**src/rtl/rgb_fade_pkg.sv**
```systemverilog
// Shared types and widths for the RGB fade sequencer.
package rgb_fade_pkg;

  localparam int unsigned CH_W  = 8;
  localparam int unsigned N_CH  = 3;
  localparam int unsigned RGB_W = 24;

  typedef enum logic [1:0] {
    IDLE,
    HOLD,
    FADE
  } state_e;

endpackage

```
**src/rtl/rgb_fade_sequencer_tick_prescaler.sv**
```systemverilog
// Free-running tick prescaler.
//   clk  : system clock
//   rst  : synchronous active-high reset
//   run  : count enable; counter is held at zero while low
//   tick : one-cycle pulse on the cycle the counter wraps from PRESCALE-1
module tick_prescaler #(
  parameter int unsigned PRESCALE = 1024
) (
  input  logic clk,
  input  logic rst,
  input  logic run,
  output logic tick
);

  localparam int unsigned CW = $clog2(PRESCALE);
  localparam logic [CW-1:0] LAST = CW'(PRESCALE - 1);

  logic [CW-1:0] cnt_q, cnt_d;

  always_comb begin
    cnt_d = cnt_q;
    tick  = 1'b0;
    if (!run) begin
      cnt_d = '0;
    end else if (cnt_q == LAST) begin
      cnt_d = '0;
      tick  = 1'b1;
    end else begin
      cnt_d = cnt_q + CW'(1);
    end
  end

  always_ff @(posedge clk) begin
    if (rst) cnt_q <= '0;
    else     cnt_q <= cnt_d;
  end

endmodule

```
**src/rtl/rgb_fade_sequencer.sv**
```systemverilog
// Palette fade sequencer feeding a 3-channel PWM block.
// Holds each palette entry for HOLD_TICKS ticks, then ramps every channel
// linearly by STEP per tick toward the next entry, wrapping around the palette.
//   clk, rst          : clock, synchronous active-high reset
//   start / stop      : begin at palette[0] from IDLE / abort to IDLE (stop wins)
//   wr_en/addr/data   : palette write port, {ch2, ch1, ch0}
//   busy              : high in HOLD or FADE
//   color_idx         : index of the palette entry last reached
//   pwm_en            : one-cycle load strobe, the cycle after any value change
//   value0..value2    : registered duty values for channels 0..2
module rgb_fade_sequencer
  import rgb_fade_pkg::*;
#(
  parameter int unsigned PRESCALE   = 1024,
  parameter int unsigned PAL_DEPTH  = 4,
  parameter int unsigned HOLD_TICKS = 64,
  parameter int unsigned STEP       = 1
) (
  input  logic                         clk,
  input  logic                         rst,
  input  logic                         start,
  input  logic                         stop,
  input  logic                         wr_en,
  input  logic [$clog2(PAL_DEPTH)-1:0] wr_addr,
  input  logic [23:0]                  wr_data,
  output logic                         busy,
  output logic [$clog2(PAL_DEPTH)-1:0] color_idx,
  output logic                         pwm_en,
  output logic [7:0]                   value0,
  output logic [7:0]                   value1,
  output logic [7:0]                   value2
);

  localparam int unsigned IDX_W  = $clog2(PAL_DEPTH);
  localparam int unsigned HOLD_W = (HOLD_TICKS < 1) ? 1 : $clog2(HOLD_TICKS + 1);
  localparam logic [HOLD_W-1:0] HOLD_INIT = HOLD_W'(HOLD_TICKS);
  localparam logic [CH_W:0]     STEP9     = (CH_W + 1)'(STEP);

  state_e             state_q, state_d;
  logic [RGB_W-1:0]   val_q, val_d;
  logic [IDX_W-1:0]   idx_q, idx_d;
  logic [HOLD_W-1:0]  hold_q, hold_d;
  logic [RGB_W-1:0]   pal_q [PAL_DEPTH];
  logic [RGB_W-1:0]   pal_d [PAL_DEPTH];
  logic               chg_q, chg_d;
  logic               pwm_en_q, pwm_en_d;

  logic               run, tick;
  logic [IDX_W-1:0]   nxt_idx;
  logic [RGB_W-1:0]   target;
  logic [RGB_W-1:0]   stepped;

  assign run = (state_q != IDLE) && !stop;

  tick_prescaler #(.PRESCALE(PRESCALE)) u_prescaler (
    .clk  (clk),
    .rst  (rst),
    .run  (run),
    .tick (tick)
  );

  // Target is read live from the palette so writes redirect an active ramp.
  assign nxt_idx = idx_q + IDX_W'(1);
  assign target  = pal_q[nxt_idx];

  // 9-bit distance compare per channel: snap when within STEP, else move STEP.
  for (genvar g = 0; g < N_CH; g++) begin : g_ch
    logic [CH_W:0] cur, tgt, res;
    always_comb begin
      cur = {1'b0, val_q[g*CH_W +: CH_W]};
      tgt = {1'b0, target[g*CH_W +: CH_W]};
      if (tgt >= cur) res = ((tgt - cur) <= STEP9) ? tgt : cur + STEP9;
      else            res = ((cur - tgt) <= STEP9) ? tgt : cur - STEP9;
    end
    assign stepped[g*CH_W +: CH_W] = res[CH_W-1:0];
  end

  always_comb begin
    state_d = state_q;
    val_d   = val_q;
    idx_d   = idx_q;
    hold_d  = hold_q;
    pal_d   = pal_q;
    if (wr_en) pal_d[wr_addr] = wr_data;
    if (stop) begin
      state_d = IDLE;
    end else begin
      case (state_q)
        IDLE: begin
          if (start) begin
            val_d   = pal_q[0];
            idx_d   = '0;
            hold_d  = HOLD_INIT;
            state_d = HOLD;
          end
        end
        HOLD: begin
          if (tick) begin
            if (hold_q == '0) state_d = FADE;
            else              hold_d  = hold_q - HOLD_W'(1);
          end
        end
        FADE: begin
          if (tick) begin
            val_d = stepped;
            if (stepped == target) begin
              idx_d   = nxt_idx;
              hold_d  = HOLD_INIT;
              state_d = HOLD;
            end
          end
        end
        default: state_d = IDLE;
      endcase
    end
    // Strobe trails the value update by one cycle so the PWM loads settled data.
    chg_d    = (val_d != val_q);
    pwm_en_d = chg_q;
  end

  always_ff @(posedge clk) begin
    if (rst) begin
      state_q  <= IDLE;
      val_q    <= '0;
      idx_q    <= '0;
      hold_q   <= '0;
      chg_q    <= 1'b0;
      pwm_en_q <= 1'b0;
      for (int unsigned i = 0; i < PAL_DEPTH; i++) pal_q[i] <= '0;
    end else begin
      state_q  <= state_d;
      val_q    <= val_d;
      idx_q    <= idx_d;
      hold_q   <= hold_d;
      chg_q    <= chg_d;
      pwm_en_q <= pwm_en_d;
      pal_q    <= pal_d;
    end
  end

  assign busy      = (state_q != IDLE);
  assign color_idx = idx_q;
  assign pwm_en    = pwm_en_q;
  assign value0    = val_q[7:0];
  assign value1    = val_q[15:8];
  assign value2    = val_q[23:16];

endmodule

```
**config.mk**
```make
export PLATFORM = sky130hd
export DESIGN_NAME = rgb_fade_sequencer
export DESIGN_NICKNAME = d
export VERILOG_FILES = /design/src/rtl/rgb_fade_pkg.sv /design/src/rtl/rgb_fade_sequencer_tick_prescaler.sv /design/src/rtl/rgb_fade_sequencer.sv
export SDC_FILE = /design/constraint.sdc
export NUM_CORES = 1
export LEC_CHECK = 0
export ABC_AREA = 1
export BUFFER_PORTS_ARGS = -buffer_cell sky130_fd_sc_hd__buf_2
export CELL_PAD_IN_SITES_DETAIL_PLACEMENT = 1
export CELL_PAD_IN_SITES_GLOBAL_PLACEMENT = 1
export CORE_AREA = 2 2 232 188
export CTS_CLUSTER_SIZE = 40
export DETAILED_ROUTE_END_ITERATION = 10
export DIE_AREA = 0 0 234 190
export PLACE_DENSITY = 0.69
export RECOVER_POWER = 50
export SYNTH_ARGS = -nofsm -noshare
export SYNTH_HDL_FRONTEND = slang
export SYNTH_SLANG_ARGS = --single-unit
```
**constraint.sdc**
```tcl
create_clock -name clk -period 8.4 [get_ports clk]
set_input_delay 0.84 -clock clk [delete_from_list [all_inputs] [get_ports clk]]
set_output_delay 0.84 -clock clk [all_outputs]
set_load 0.05 [all_outputs]
```
Word level (Yosys, flattened, before mapping)
Index checks and enable logic that the tools add are counted. Widths: inputs -> output; s select.

Bits in registers: 143. Input bits: 31. Output and inout port bits: 28.

Add/sub/neg operators: 15. Order comparisons: 12. Equal/unequal tests: 11. Mux-type cells: 37. Bitwise logic cells: 4. Reduce and logical (&&, ||, !) cells: 13.

Operators with widths (number): $mux 24 (6); $bwmux 96 (1); $mux 8 (9); $le 9x1->1 const B (6); $sub 8x8->9 (6); $bmux 24 s2 (1); $demux 24 s2 (1); $pmux 24 s2 (1); $mux 7 (5); $add 8x1->8 const B (3); $eq 24x24->1 (1); $ge 8x8->1 (3); $ne 24x24->1 (1); $sub 8x1->8 const B (3); $pmux 7 s3 (1); $mux 2 (8); $ne 2x2->1 const B (6); $add 10x1->10 const B (1); $eq 10x10->1 const B (1); $reduce_and 5->1 (2); $logic_not 7->1 (1); $reduce_and 7->1 (1); $sub 7x1->7 const B (1); $ge 3x3->1 const B (2); other kinds (16) (21).

Depth between registers and ports, before layout
Depth in word-level cells: 13. Depth in mapped cells: 34. Mapped depth without buffers: 32.

Cells and area by module
From an unflattened synthesis, not the netlist that was laid out.

Cells, all modules: 1976. Area total of the unflattened synthesis: 12135.4 um^2.

Modules (own cells, without submodules): rgb_fade_sequencer (times used 1, cells each 1917, area each 11669.9 um^2, seq. area each 2662.6 um^2); tick_prescaler (times used 1, cells each 59, area each 465.4 um^2, seq. area each 200.2 um^2).

Least setup slack after synthesis
No wires, ideal clock.

Kind: flip-flop to flip-flop. Start: reg idx_q[0], in the netlist color_idx[0]. End: reg idx_q[1], in the netlist color_idx[1]. Library setup time: 0.117 ns. Data arrival time: 3.930 ns. Path slack: 4.353 ns. Stages on the path, launching flop included: 32. Buffers on the path: 3. Period minus slack after synthesis: 4.047 ns. Cells stage by stage: dfxtp_1 -> nor2_4 -> inv_4 -> nand2_4 -> buf_6 -> nor2_1 -> a21oi_2 -> o21ai_2 -> inv_2 -> ha_1 -> inv_1 -> fa_1 -> inv_1 -> nand2_1 -> nor2_1 -> nand3_1 -> nor2_1 -> nand2_1 -> buf_2 -> o21ai_1 -> nand3_1 -> nand3_1 -> nand2_1 -> nor2_1 -> nand2_1 -> nor2_1 -> nand3_1 -> nand2_2 -> buf_6 -> o211ai_1 -> nand2_1 -> nor2_1.

Cells in the longest elaborated chain, start to end: 12. Elaborated cells between the ends (all ways): 35. Classes of those cells: 7 x add/sub; 9 x order compare; 2 x eq/ne; 15 x mux; 1 x bitwise; 1 x reduce/logical.

RTL lines: from (decl) (RTL line rgb_fade_sequencer.sv:41) `logic [IDX_W-1:0] idx_q, idx_d;`; from (signal assigned) (RTL line rgb_fade_sequencer.sv:133) `idx_q <= idx_d;`; $add 2x1->2 (*) (RTL line rgb_fade_sequencer.sv:63) `assign nxt_idx = idx_q + IDX_W'(1);`; $not 2->3 (implied by the code) (RTL line rgb_fade_sequencer.sv:64) `assign target = pal_q[nxt_idx];`; $bmux 24 s2 (RTL line rgb_fade_sequencer.sv:64); $mux 24 (implied by the code) (2 in a row) (RTL line rgb_fade_sequencer.sv:64); $sub 8x8->9 (on tied branches) (RTL line rgb_fade_sequencer.sv:73, rgb_fade_sequencer.sv:72); $le 9x1->1 (on tied branches) (RTL line rgb_fade_sequencer.sv:73, rgb_fade_sequencer.sv:72); $mux 8 (on tied branches) (RTL line rgb_fade_sequencer.sv:73, rgb_fade_sequencer.sv:72); $mux 8 (RTL line rgb_fade_sequencer.sv:72) `if (tgt >= cur) res = ((tgt - cur) <= STEP9) ? tgt : cur + STEP9;`; $eq 24x24->1 (RTL line rgb_fade_sequencer.sv:106) `if (stepped == target) begin`; $ne 2x2->1 (no line); $reduce_and 5->1 (no line).

Mark *: on every way between the ends. The rest lies on a longest branch, timed or not. The select of a mux whose other input is x is not followed. A chain may end at the register's enable or synchronous reset.

Worst setup path in the final report
Start: reg idx_q[0], in the netlist color_idx[0]. End: reg hold_q[1].

Cells in the longest elaborated chain, start to end: 12. Elaborated cells between the ends (all ways): 32. Classes of those cells: 7 x add/sub; 9 x order compare; 2 x eq/ne; 12 x mux; 1 x bitwise; 1 x reduce/logical.

RTL lines: $add 2x1->2 (*) (RTL line rgb_fade_sequencer.sv:63); $not 2->3 (implied by the code) (*) (RTL line rgb_fade_sequencer.sv:64); $bmux 24 s2 (*) (RTL line rgb_fade_sequencer.sv:64); $mux 24 (implied by the code) (*) (2 in a row) (RTL line rgb_fade_sequencer.sv:64); $sub 8x8->9 (on tied branches) (RTL line rgb_fade_sequencer.sv:73, rgb_fade_sequencer.sv:72); $le 9x1->1 (on tied branches) (RTL line rgb_fade_sequencer.sv:73, rgb_fade_sequencer.sv:72); $mux 8 (on tied branches) (RTL line rgb_fade_sequencer.sv:73, rgb_fade_sequencer.sv:72); $mux 8 (RTL line rgb_fade_sequencer.sv:72); $eq 24x24->1 (*) (RTL line rgb_fade_sequencer.sv:106); $ne 2x2->1 (no line) (*); $reduce_and 7->1 (no line) (*); to (signal assigned) (RTL line rgb_fade_sequencer.sv:134) `hold_q <= hold_d;`; to (decl) (RTL line rgb_fade_sequencer.sv:42) `logic [HOLD_W-1:0] hold_q, hold_d;`.

Marked as above.

==> impl_metrics.ini <==
[yosys]
synth_area_leaders = dfxtp_1 24%, nand2_1 17%, nand3_1 9.2%
synth_ff_type = dfxtp_1
synth_edf_count = 0
synth-seq-area-share_pct = 23.7
ys.warnings.count = 0
async_reset_ff_share_pct = 0
syn-cell-area_mm2 = 0.0121
synth_top_area_share_pct = 23.7
netlist.top_cell.by_area = dfxtp_1
ys_ff_latch = 143
synthCells = 2015
synth_fp_nets = 2120
postSynthAreaPerCell_um2 = 5.99
ys_types = 48

[sta]
drv_slew = 128
max_freq_ghz = 0.154
period_share_pct = 77.3
worst_pin_slew_ns = 3.77
tns_ns = 0
rsz0062_at_grt = false
setup_violations = 0
fin_crit_ns = 6.49
finalHoldViolCount = 0
clock_skew_ns = 0.0138
slew_headroom_pct = -151
worst_slack_ns = 1.91
finalHoldWorstSlack_ns = 0.427

[cells_and_area]
final_nets = 2133
post-route-util_pct = 31.5
finalNonFillerCells = 2602
area_growth_pct = 10.8
finalInstanceArea_mm2 = 0.0134
layout-drive-gt1-share_pct = 6.86

[floorplan]
die_x_um = 234
dieArea_mm2 = 0.0445
core_mm2 = 0.0425
pin_count = 59
rows = 68
initial_utilization_pct = 28.4
die_y_um = 190

[job]
max_cap_violations = 2

[route]
drt-wirelength-per-cell_um = 17.4
first_iter_violations = 997
drt_first_pass_iters = 5
drc = 0
vias = 13234
ant_nets = 0
avgViaCountPerCell = 5.09
wl_um = 45200

[power]
powerDensity_mw_per_mm2 = 211
p_total_mw = 2.82
p_int_mw = 1.56
p_sw_mw = 1.27
p_leak_nw = 6.21
swShare_pct = 44.8
p_seq_share_pct = 27.0
combPwrFrac_pct = 44.6
vdd_drop_max_v = 0.000143
clkPwrFrac_pct = 28.4

[worst_setup_path]
path_max_fanout = 51
worstSetupPathType = register to register
required_ns = 8.66
end_kind = register
critPathLaunchType = register
cp.arrival_ns = 6.75

[grt]
grt_max_degree = 102
grt_pass1_vias = 12795
antenna_found_initial = 1
grt_remaining_overflow = 0
grt_pass1_wl_um = 71400
grt_usage_pct = 20.2

[place]
placedInstanceArea_mm2 = 0.0128
place_inst = 2569
dp_slack_ns = 2.08
gp_congestion = 0.899
portBuffers = 58
dpl.hpwl_um = 34600

[cts]
cts_hold_buf = 0
cts_buffers = 17
root_buffer = clkbuf_16
postCtsSetupBuffers = 0
ctsHtreeMaxLevel = 4
cts_tree = yes
clk_latency_ns = 0.43
clkTransAtPathRegs_ns = 0.07
cts_sinks = 143
clockBufferDepth = 2
cts-resized-gates = 0

[run_status]
violations = capacitance limit, slew limit
status = finished with violations

[hold_path]
min_path_type = register to register
-- power by group through the flow --
stage               Combinational (mW)  Sequential [mW]  Clock, mW
CTS                               1.24            0.761      0.812
global placement                  1.20            0.774          0
global route                      1.41            0.767      0.841
floorplan                        0.893            0.782          0
detailed placement                1.23            0.776          0
finish                            1.26            0.762      0.801
-- cells by family (layout without fill, tap and decap cells) --
| group | after synthesis | after routing | synth area share [%] |
|---|---|---|---|
| buf+inv | 339 | 365 | 11.0 |
| simple gates | 1081 | 1081 | 39.0 |
| flops | 143 | 143 | 23.7 |
| other cells | 0 | 1 | 0 |
| fa+ha+maj | 74 | 74 | 8.04 |
| xor+xnor | 42 | 42 | 3.05 |
| compound gates | 336 | 336 | 15.1 |
-- synth_stat cells, types with 8 or more instances --
master and number:
a21oi_1 127, nand3_1 223, inv_2 12, nor2_2 12, dfxtp_1 143, o21ai_0 158
clkbuf_1 49, inv_1 247, buf_2 15, ha_1 68, nand2_1 542, and3_1 10
xor2_1 36, nand2_2 10, nor3_1 23, nand4_1 29, nor2_1 208, o21ai_1 8
-- final timing paths --
kind | startpoint | end | slack [ns] | cells past startpoint
setup / recovery | color_idx[0]$_SDFFE_PP0P_ | hold_q[1]$_SDFFE_PP0P_ | 1.91 | 25
hold / removal | chg_q$_SDFF_PP0_ | pwm_en$_SDFF_PP0_ | 0.43 | 2
setup reg to reg | color_idx[0]$_SDFFE_PP0P_ | hold_q[1]$_SDFFE_PP0P_ | 1.91 | 25
hold reg to reg | chg_q$_SDFF_PP0_ | pwm_en$_SDFF_PP0_ | 0.43 | 2
-- sequential cells by signal, summed over array words and instances (netlist names) --
name and flops:
color_idx 2, chg_q 1, val_q 24, hold_q 7
u_prescaler.cnt_q 10, state_q 2, pal_q 96, pwm_en 1
-- cell type report --
type | instances | area [um2]
Antenna cell | 1 | 2.50
Clock buffer | 21 | 450
Clock inverter | 11 | 154
Fill cell | 5598 | 29100
Inverter | 266 | 1000
Multi-Input combinational cell | 1533 | 7880
Sequential cell | 143 | 2860
Tap cell | 560 | 701
Timing Repair Buffer | 67 | 320
-- cell usage in the layout, fill, tap and decap left out, drive strengths merged --
cell,n
nor2,226
clkbuf,49
and3,10
xnor2,6
o31ai,5
a22oi,1
a21o,1
o21ai,171
clkinvlp,2
diode,1
nor3b,2
ha,68
inv,264
a211oi,8
a31oi,1
a22o,2
bufinv,3
a21oi,134
clkinv,8
nor3,31
o21a,1
nand4,30
o21bai,7
nand3b,2
nand2,554
dfxtp,143
o211ai,5
xor2,36
buf,39
fa,6
nand3,225
or2,1
-- critical path: stages (launching register included) --
cell and delay [ns]:
dfxtp_2 0.98, nand2_2 0.44, nand2_4 0.42, nor2_1 0.14
nor3_4 0.36, inv_1 0.20, ha_1 0.45, nand2_1 0.13
nor2_2 0.18, nand3_1 0.09, a21oi_1 0.16, nand2_1 0.10
nor2_2 0.51, nand2_1 0.50, nand2_1 0.16, nand3_1 0.11
nand3_1 0.17, nand2_1 0.07, nor2_1 0.14, nand2_1 0.10
nor2_1 0.11, nand3_1 0.14, nand2_2 0.27, nand2_2 0.18
o21ai_1 0.15, nor2_1 0.04
-- routing by layer --
metal  up-vias  global-route usage (%)  part of all wire [%]  wire length [um]
met5         -                       0                     0                 0
met4         0                    3.68                   1.1               492
met3        37                    2.53                   4.6              2070
met2       275                    30.0                    42             18800
met1      6417                    31.0                    53             23900
li1       6505                       -                     -                 -
No activity file was read; power rests on OpenSTA's default activity.
